`config.mk`:
```
export PLATFORM = sky130hd
export DESIGN_NAME = uart_tx_fifo
export DESIGN_NICKNAME = d
export VERILOG_FILES = /design/src/rtl/uart_tx_fifo.sv
export SDC_FILE = /design/constraint.sdc
export NUM_CORES = 1
export LEC_CHECK = 0
export CAP_MARGIN = 5
export CELL_PAD_IN_SITES_DETAIL_PLACEMENT = 0
export CELL_PAD_IN_SITES_GLOBAL_PLACEMENT = 1
export CORE_MARGIN = 2
export CORE_UTILIZATION = 47
export DETAILED_ROUTE_END_ITERATION = 10
export GPL_TIMING_DRIVEN = 0
export PLACE_DENSITY_LB_ADDON = 0.1
export SKIP_CTS_REPAIR_TIMING = 1
export SLEW_MARGIN = 20
export SYNTH_ARGS = -nofsm -noshare
export SYNTH_HDL_FRONTEND = slang
export SYNTH_SLANG_ARGS = --single-unit
```
`constraint.sdc`:
```
create_clock -name clk -period 2.57 [get_ports clk]
set_input_delay 0.257 -clock clk [delete_from_list [all_inputs] [get_ports clk]]
set_output_delay 0.257 -clock clk [all_outputs]
set_load 0.02 [all_outputs]
```
`src/rtl/uart_tx_fifo.sv`:
```
// UART transmitter with a small word FIFO in front of the frame serializer.
// Frames are start bit, LSB-first data, optional parity, then 1 or 2 stop bits.
module uart_tx_fifo #(
    parameter int DATA_BITS  = 8,
    parameter int PARITY     = 0,
    parameter int STOP_BITS  = 1,
    parameter int FIFO_DEPTH = 4
) (
    input  logic                          clk,
    input  logic                          reset,
    input  logic                          baud_tick,
    input  logic                          tx_start,
    input  logic [DATA_BITS-1:0]          tx_data,
    output logic                          tx,
    output logic                          tx_busy,
    output logic                          tx_full,
    output logic                          tx_done,
    output logic [$clog2(FIFO_DEPTH):0]   fifo_count
);
    localparam int AW = $clog2(FIFO_DEPTH);
    localparam int CW = AW + 1;

    typedef enum logic [2:0] {IDLE, START, DATA, PAR, STOP} state_t;

    state_t               state;
    logic [DATA_BITS-1:0] mem [FIFO_DEPTH];
    logic [AW-1:0]        wr_ptr;
    logic [AW-1:0]        rd_ptr;
    logic [DATA_BITS-1:0] shreg;
    logic                 par_bit;
    logic [2:0]           bit_cnt;
    logic                 stop_cnt;
    logic                 push;
    logic                 pop;

    // A push is judged on the registered full flag, so a same-cycle pop never frees room for it.
    always_comb begin
        push = tx_start && !tx_full;
        pop  = (state == IDLE) && (fifo_count != '0);
    end

    assign tx_busy = (state != IDLE) || (fifo_count != '0);

    always_ff @(posedge clk) begin
        if (!reset && push) begin
            mem[wr_ptr] <= tx_data;
        end
    end

    always_ff @(posedge clk) begin
        if (reset) begin
            state      <= IDLE;
            wr_ptr     <= '0;
            rd_ptr     <= '0;
            fifo_count <= '0;
            tx_full    <= 1'b0;
            tx         <= 1'b1;
            tx_done    <= 1'b0;
            shreg      <= '0;
            par_bit    <= 1'b0;
            bit_cnt    <= '0;
            stop_cnt   <= 1'b0;
        end else begin
            tx_done <= 1'b0;
            if (push) begin
                wr_ptr <= wr_ptr + AW'(1);
            end
            if (pop) begin
                rd_ptr <= rd_ptr + AW'(1);
            end
            if (push && !pop) begin
                fifo_count <= fifo_count + CW'(1);
                tx_full    <= (fifo_count == CW'(FIFO_DEPTH - 1));
            end else if (pop && !push) begin
                fifo_count <= fifo_count - CW'(1);
                tx_full    <= 1'b0;
            end

            case (state)
                IDLE: begin
                    if (pop) begin
                        shreg   <= mem[rd_ptr];
                        par_bit <= (PARITY == 2) ? ~(^mem[rd_ptr]) : ^mem[rd_ptr];
                        tx      <= 1'b0;
                        state   <= START;
                    end
                end
                START: begin
                    if (baud_tick) begin
                        bit_cnt <= '0;
                        tx      <= shreg[0];
                        state   <= DATA;
                    end
                end
                DATA: begin
                    if (baud_tick) begin
                        if (bit_cnt == 3'(DATA_BITS - 1)) begin
                            if (PARITY != 0) begin
                                tx    <= par_bit;
                                state <= PAR;
                            end else begin
                                tx       <= 1'b1;
                                stop_cnt <= 1'b0;
                                state    <= STOP;
                            end
                        end else begin
                            bit_cnt <= bit_cnt + 3'd1;
                            tx      <= shreg[1];
                            shreg   <= shreg >> 1;
                        end
                    end
                end
                PAR: begin
                    if (baud_tick) begin
                        tx       <= 1'b1;
                        stop_cnt <= 1'b0;
                        state    <= STOP;
                    end
                end
                STOP: begin
                    if (baud_tick) begin
                        if (stop_cnt == 1'(STOP_BITS - 1)) begin
                            tx_done <= 1'b1;
                            state   <= IDLE;
                        end else begin
                            stop_cnt <= 1'b1;
                        end
                    end
                end
                default: state <= IDLE;
            endcase
        end
    end
endmodule

```
==> impl_metrics.csv, run 1 <==
group,metric,value,unit
logic_synthesis,avgSynthCellArea,12.8,sq um
sta,slew_headroom,66.4,%
logic_synthesis,synth.yosys.seq_area_share,59.2,%
floorplan,die_h,77.0,microns
worst_hold_path,hold_end,"tx_done",
logic_synthesis,synthCells,196,
global_routing,grt_pass1_vias,1621,
logic_synthesis,synth_top_area_share,38.4,%
worst_setup_path,path_class,"reg2reg",
logic_synthesis,ys.warnings.count,0,
cts,clock-sinks,58,
drt,drt_drc_violations_left,0,
cells_and_area,final_cell_mix,"edfxtp_1, dfxtp_1, clkdlybuf4s50_1",
sta,min_period,2.41,ns
cts,clk_latency,0.33,ns
placement,numPortBuffers,17,
placement,place_congestion,0.800,
cells_and_area,fill_cells,437,
drt,vias,1584,
cells_and_area,drive_gt1_share,16.6,%
worst_setup_path,cp.arrival,2.66,ns
global_routing,antenna_found_initial,0,
global_routing,busiest_layer,"met2",
sta,fmax,415,MHz
sta,slew_viol_final,0,
worst_setup_path,crit_path_cell_trace,"or3_4, nand2_1, buf_6, ha_1, inv_1, fa_1, xor2_1, or3_1, a21oi_1",
worst_setup_path,endpoint_kind,"flip-flop",
cts,cts_buffer_depth,2,
cts,h-tree-depth,3,
sta,finalCritPeriodShare,93.7,%
logic_synthesis,synth_top_area_cell,"edfxtp_1",
drt,routed_wirelength,4720,microns
worst_setup_path,cp_data_required_time,2.82,ns
cts,cts_buffers,9,
cells_and_area,mostFrequentLayoutCell,"edfxtp_1",
worst_hold_path,hold_depth,3,
worst_setup_path,rrSetupSlack,0.16,ns
sta,setup_viol,0,
worst_setup_path,rr_worst_depth,9,
placement,dp_hpwl,3370,microns
sta,tightest_slew,0.505,ns
global_routing,grtUsageMet1,22.4,%
placement,place_area,2760,sq um
sta,finClkSkew,0.00269,ns
cts,clkTransAtPathRegs,0.06,ns
run_status,status,"finished clean",
sta,timing.setup.tns,0,ns
floorplan,ioPinCount,19,
logic_synthesis,netlist-cell-type-count,40,
logic_synthesis,yosys-top-cells-area,"edfxtp_1, dfxtp_1, mux4_2, a22oi_2, ha_1",
cells_and_area,antenna_cells,0,
global_routing,grt.total_usage,17.9,%
global_routing,grt_pass1_wl,7940,microns
floorplan,start_util,49.0,%
worst_setup_path,cpMaxStageDelayCell,"or3_4",
logic_synthesis,syn-num-nets,216,
global_routing,use_met2,28.5,%
worst_setup_path,reg2reg_to,"fifo_count[2]",
power_and_ir_drop,power_density,1010,nW/um^2
drt,wire_per_inst,15.8,microns
worst_setup_path,cp_top_family,"simple AND/OR/NAND/NOR gates",
cells_and_area,postLayoutCellArea,2970,sq um
drt,dr.pass1.iters,4,
cells_and_area,final_nets,244,
floorplan,dieArea,5920,sq um
worst_setup_path,critical_path.max_fanout,10,
drt,via_per_inst,5.30,
logic_synthesis,synthArstFlopShare,0,%
floorplan,core_region_area,5110,sq um
worst_setup_path,path_buf_inv,2,
worst_hold_path,min_from,"baud_tick",
worst_hold_path,min_path_type,"in2reg",
worst_setup_path,reg2reg_from,"fifo_count[0]",
logic_synthesis,ys.flop_type,"edfxtp_1",
drt,postRouteAntennaNets,0,
global_routing,grt_max_degree,11,
drt,first_iter_violations,69,
global_routing,overflow,0,
floorplan,rows,26,
floorplan,die_x,77.0,microns
logic_synthesis,ys_ff_latch,58,
cells_and_area,area_growth,18.6,%
global_routing,grtUsageMet3,4.47,%
sta,finalHoldViolCount,0,
worst_setup_path,cpPeakStageDelay,0.41,ns
power_and_ir_drop,p_leak,0.00108,uW
cts,cts_root_buffer,"clkbuf_8",
sta,rsz0062_at_grt,"no",
run,drv_cap,0,
power_and_ir_drop,peakVddDrop,0.491,mV
worst_setup_path,start_kind,"flip-flop",
logic_synthesis,synth_enable_flop_cells,32,
cts,cts_tree,"built",
logic_synthesis,netlist_area,2500,sq um
sequential cells by signal (all words and copies together), names as in the netlist, named ones only:
name and count:
tx_full 1, tx_done 1, tx 1, mem 32
fifo_count 3, shreg 8, state 3, rd_ptr 2
bit_cnt 3, wr_ptr 2
power breakdown:
| group | leakage (uW) | switching (uW) | internal, uW |
|---|---|---|---|
| Clock | 0.000103 | 348 | 470 |
| Combinational | 0.000475 | 523 | 450 |
| Sequential | 0.000505 | 93.1 | 1110 |
per-layer routing:
layer | routed length (microns) | part of all wire, %
met3 | 214 | 4.5
met2 | 2370 | 50
met4 | 93 | 2.0
met1 | 2040 | 43
met5 | 0 | 0
Yosys cell counts, types with 2 or more instances:
cell       n
a21oi_1    9
a22oi_2    7
and3_1     7
buf_2      3
clkbuf_1   7
dfxtp_1   26
edfxtp_1  32
ha_1       7
inv_1      5
mux2i_1    4
mux4_2     8
nand2_1   12
nand2b_1   9
nand3_1    3
nor2_1    14
nor2b_1    2
nor3_1     3
nor4_1     2
o21ai_0   11
or3_1      2
xor2_1     4
per-stage QoR:
step | hold WS (ns) | total power [uW] | instances | utilization (%) | setup slack [ns]
6_report | 0.218 | 3000 | 299 | 58.1 | 0.163
5_1_grt | 0.225 | 3180 | 299 | 58.1 | 0.0219
4_1_cts | 0.203 | 2990 | 299 | 57.8 | -0.0262
3_5_place_dp | 0.456 | 2180 | 283 | 54.0 | -0.00887
3_3_place_gp | 0.447 | 2140 | 283 | 54.0 | 0.0947
2_1_floorplan | 0.356 | 1900 | 196 | - | 0.222
worst max path at each step:
stage / end / slack (ns) / cells past startpoint / from
6_report: fifo_count[2] / 0.16 / 9 / fifo_count[0]
5_1_grt: fifo_count[2] / 0.02 / 9 / fifo_count[1]
4_1_cts: fifo_count[2] / -0.03 / 9 / fifo_count[0]
3_5_place_dp: fifo_count[2] / -0.009 / 9 / fifo_count[0]
3_3_place_gp: fifo_count[2] / 0.09 / 9 / fifo_count[0]
2_1_floorplan: fifo_count[2] / 0.22 / 9 / fifo_count[0]
layout make-up:
class                           instances  area, sq um  area share [%]
Clock inverter                          5         53.8            1.81
Inverter                                5         18.8           0.633
Buffer                                 13         70.1            2.36
Clock buffer                           11          141            4.77
Tap cell                               70         87.6            2.95
Timing Repair Buffer                   17          170            5.74
Multi-Input combinational cell        120          942            31.8
Sequential cell                        58         1480            50.0
worst reg2reg max path, cell delays in order, from the launching register on:
cell and delay, ns:
dfxtp_2 0.36, or3_4 0.42, nand2_1 0.13, buf_6 0.16, ha_1 0.19, inv_1 0.07
fa_1 0.38, xor2_1 0.16, or3_1 0.31, a21oi_1 0.17
cells by family after synthesis:
| kind of cell | count (synthesis) | share of synthesized area [%] |
|---|---|---|
| simple gates | 61 | 12.9 |
| buf+inv | 18 | 3.30 |
| flops | 58 | 59.2 |
| fa+ha+maj | 8 | 4.30 |
| compound gates | 34 | 9.71 |
| mux | 12 | 8.80 |
| xor+xnor | 5 | 1.75 |
(Power assumes the default switching activity.)
==> run 2: changes to the inputs <==
--- a/config.mk
+++ b/config.mk
@@ -11,7 +11,6 @@
 export CORE_MARGIN = 2
 export CORE_UTILIZATION = 47
 export DETAILED_ROUTE_END_ITERATION = 10
-export GPL_TIMING_DRIVEN = 0
 export PLACE_DENSITY_LB_ADDON = 0.1
 export SKIP_CTS_REPAIR_TIMING = 1
 export SLEW_MARGIN = 20
==> run 2 against run 1 <==
Compared with the run above:
- power increased by 7.7%
- count of clock-buffer cells in the layout decreased by 1
- sequential power hardly changed
- setup slack gained 0.12 ns
- hold slack better by 0.24 ns
- combinational power fell by 5.3%
- first-iteration DRC count increased by 68%
- largest cell class unchanged
==> impl_metrics.csv, run 2 (same netlist as run 1, synthesis figures left out) <==
group,metric,value,unit
run_status,status,"finished clean",
drt,wire_per_inst,15.6,microns
global_routing,grt_pass1_wl,7790,microns
power_and_ir_drop,p_int,2280,uW
worst_setup_path,crit_top_cell,"or3_1",
cells_and_area,final_nets,238,
floorplan,core_region_area,5110,sq um
floorplan,start_util,49.0,%
power_and_ir_drop,pwr-share-comb,28.6,%
power_and_ir_drop,clockPowerShare,33.7,%
global_routing,grt_pass1_vias,1588,
worst_hold_path,min_from,"shreg[4]",
power_and_ir_drop,p_total,3230,uW
cells_and_area,finish.utilization,58.9,%
worst_setup_path,reg2reg_from,"fifo_count[0]",
placement,numPortBuffers,18,
cells_and_area,largest_register_ffs,32,
worst_setup_path,cp.arrival,2.55,ns
sta,timing.setup.tns,0,ns
cells_and_area,fill_cells,419,
global_routing,grt_max_degree,25,
worst_setup_path,rr_worst_depth,8,
power_and_ir_drop,swShare,29.5,%
worst_setup_path,crit_path_cell_trace,"or3_1, nand2_1, ha_1, inv_1, fa_1, xor2_1, or3_1, a21oi_1",
sta,finalCritPeriodShare,89.2,%
worst_hold_path,hold_depth,2,
worst_setup_path,cp_top_family,"simple AND/OR/NAND/NOR gates",
worst_setup_path,path_class,"reg2reg",
cts,h-tree-depth,3,
worst_setup_path,endpoint_kind,"flip-flop",
worst_setup_path,start_kind,"flip-flop",
drt,first_iter_violations,116,
cts,cts_buffer_depth,2,
drt,dr.pass1.iters,4,
global_routing,antenna_found_initial,0,
floorplan,ioPinCount,19,
drt,vias,1563,
placement,dp_hpwl,3200,microns
drt,via_per_inst,5.33,
worst_setup_path,cpPeakStageDelay,0.46,ns
cts,clock-sinks,58,
cts,clk_latency,0.33,ns
floorplan,dieArea,5920,sq um
drt,routed_wirelength,4580,microns
sta,tightest_slew,0.532,ns
global_routing,grt.total_usage,17.1,%
sta,finalHoldViolCount,0,
power_and_ir_drop,p_switching,950,uW
floorplan,die_x,77.0,microns
power_and_ir_drop,power_density,1070,nW/um^2
cells_and_area,top_register,"mem",
worst_setup_path,path_buf_inv,1,
drt,postRouteAntennaNets,0,
sta,fmax,436,MHz
sta,slew_viol_final,0,
cells_and_area,area_growth,20.2,%
run,drv_cap,0,
cells_and_area,drive_gt1_share,16.1,%
cells_and_area,final_cell_mix,"edfxtp_1, dfxtp_1, clkdlybuf4s50_1",
worst_setup_path,reg2reg_to,"fifo_count[2]",
cts,cts_root_buffer,"clkbuf_8",
worst_setup_path,cp_data_required_time,2.83,ns
sta,finClkSkew,0.00605,ns
sta,hold_ws,0.462,ns
worst_setup_path,cpMaxStageDelayCell,"or3_1",
floorplan,rows,26,
sta,min_period,2.29,ns
sta,setup_viol,0,
cells_and_area,antenna_cells,0,
placement,place_congestion,0.711,
worst_setup_path,rrSetupSlack,0.28,ns
sta,rsz0062_at_grt,"no",
cts,cts_buffers,9,
drt,drt_drc_violations_left,0,
worst_hold_path,min_path_type,"reg2reg",
worst_setup_path,critical_path.max_fanout,6,
worst_hold_path,hold_end,"shreg[4]",
power_and_ir_drop,peakVddDrop,0.508,mV
power_and_ir_drop,p_seq_share,37.7,%
sta,slew_headroom,64.5,%
global_routing,overflow,0,
cells_and_area,mostFrequentLayoutCell,"edfxtp_1",
cells_and_area,top_regs,"mem x32, shreg x8",
floorplan,die_h,77.0,microns
cts,cts_tree,"built",
cts,clkTransAtPathRegs,0.07,ns
power_and_ir_drop,p_leak,0.00110,uW
## run 2: how the worst max path moves through the flow
stage,start,to,slack [ns],depth (start not counted)
after detailed placement,fifo_count[0],fifo_count[2],0.31,8
after floorplan,fifo_count[0],fifo_count[2],0.22,9
after global placement,fifo_count[0],fifo_count[2],0.42,8
final,fifo_count[0],fifo_count[2],0.28,8
after global routing,fifo_count[0],fifo_count[2],0.16,8
after CTS,fifo_count[0],fifo_count[2],0.25,8
## run 2: layout make-up
cell class                      instances  area [sq um]  share of cell area, %
Sequential cell                        58          1480                   49.3
Clock buffer                           10           128                   4.24
Tap cell                               70          87.6                   2.91
Timing Repair Buffer                   24           225                   7.49
Inverter                                5          18.8                  0.624
Clock inverter                          6           129                   4.29
Multi-Input combinational cell        120           937                   31.2
## run 2: metal layers
metal | global-route usage (%) | up-vias | routed length, microns
met1 | 21.7 | 770 | 2140
met3 | 3.65 | 8 | 125
met2 | 27.9 | 22 | 2240
met5 | 0 | - | 0
li1 | - | 763 | -
met4 | 8.36 | 0 | 74
## run 2: power groups by stage
stage | combinational, uW | sequential (uW) | clock [uW]
after detailed placement | 929 | 1240 | 0
after global routing | 1020 | 1240 | 1150
after CTS | 933 | 1220 | 1100
after global placement | 890 | 1230 | 0
after floorplan | 677 | 1230 | 0
final | 921 | 1220 | 1090
## run 2: worst min-delay path, stage by stage (launching register included)
cell,delay (ns)
dfxtp_1,0.31
nand2_1,0.07
a22oi_2,0.04
## run 2: through the flow
step                std cells  setup WS, ns  cell area (sq um)
global placement          277         0.425               2750
floorplan                 196         0.222               2500
detailed placement        277         0.313               2750
CTS                       293         0.252               3010
finish                    293         0.279               3010
global route              293         0.158               3010
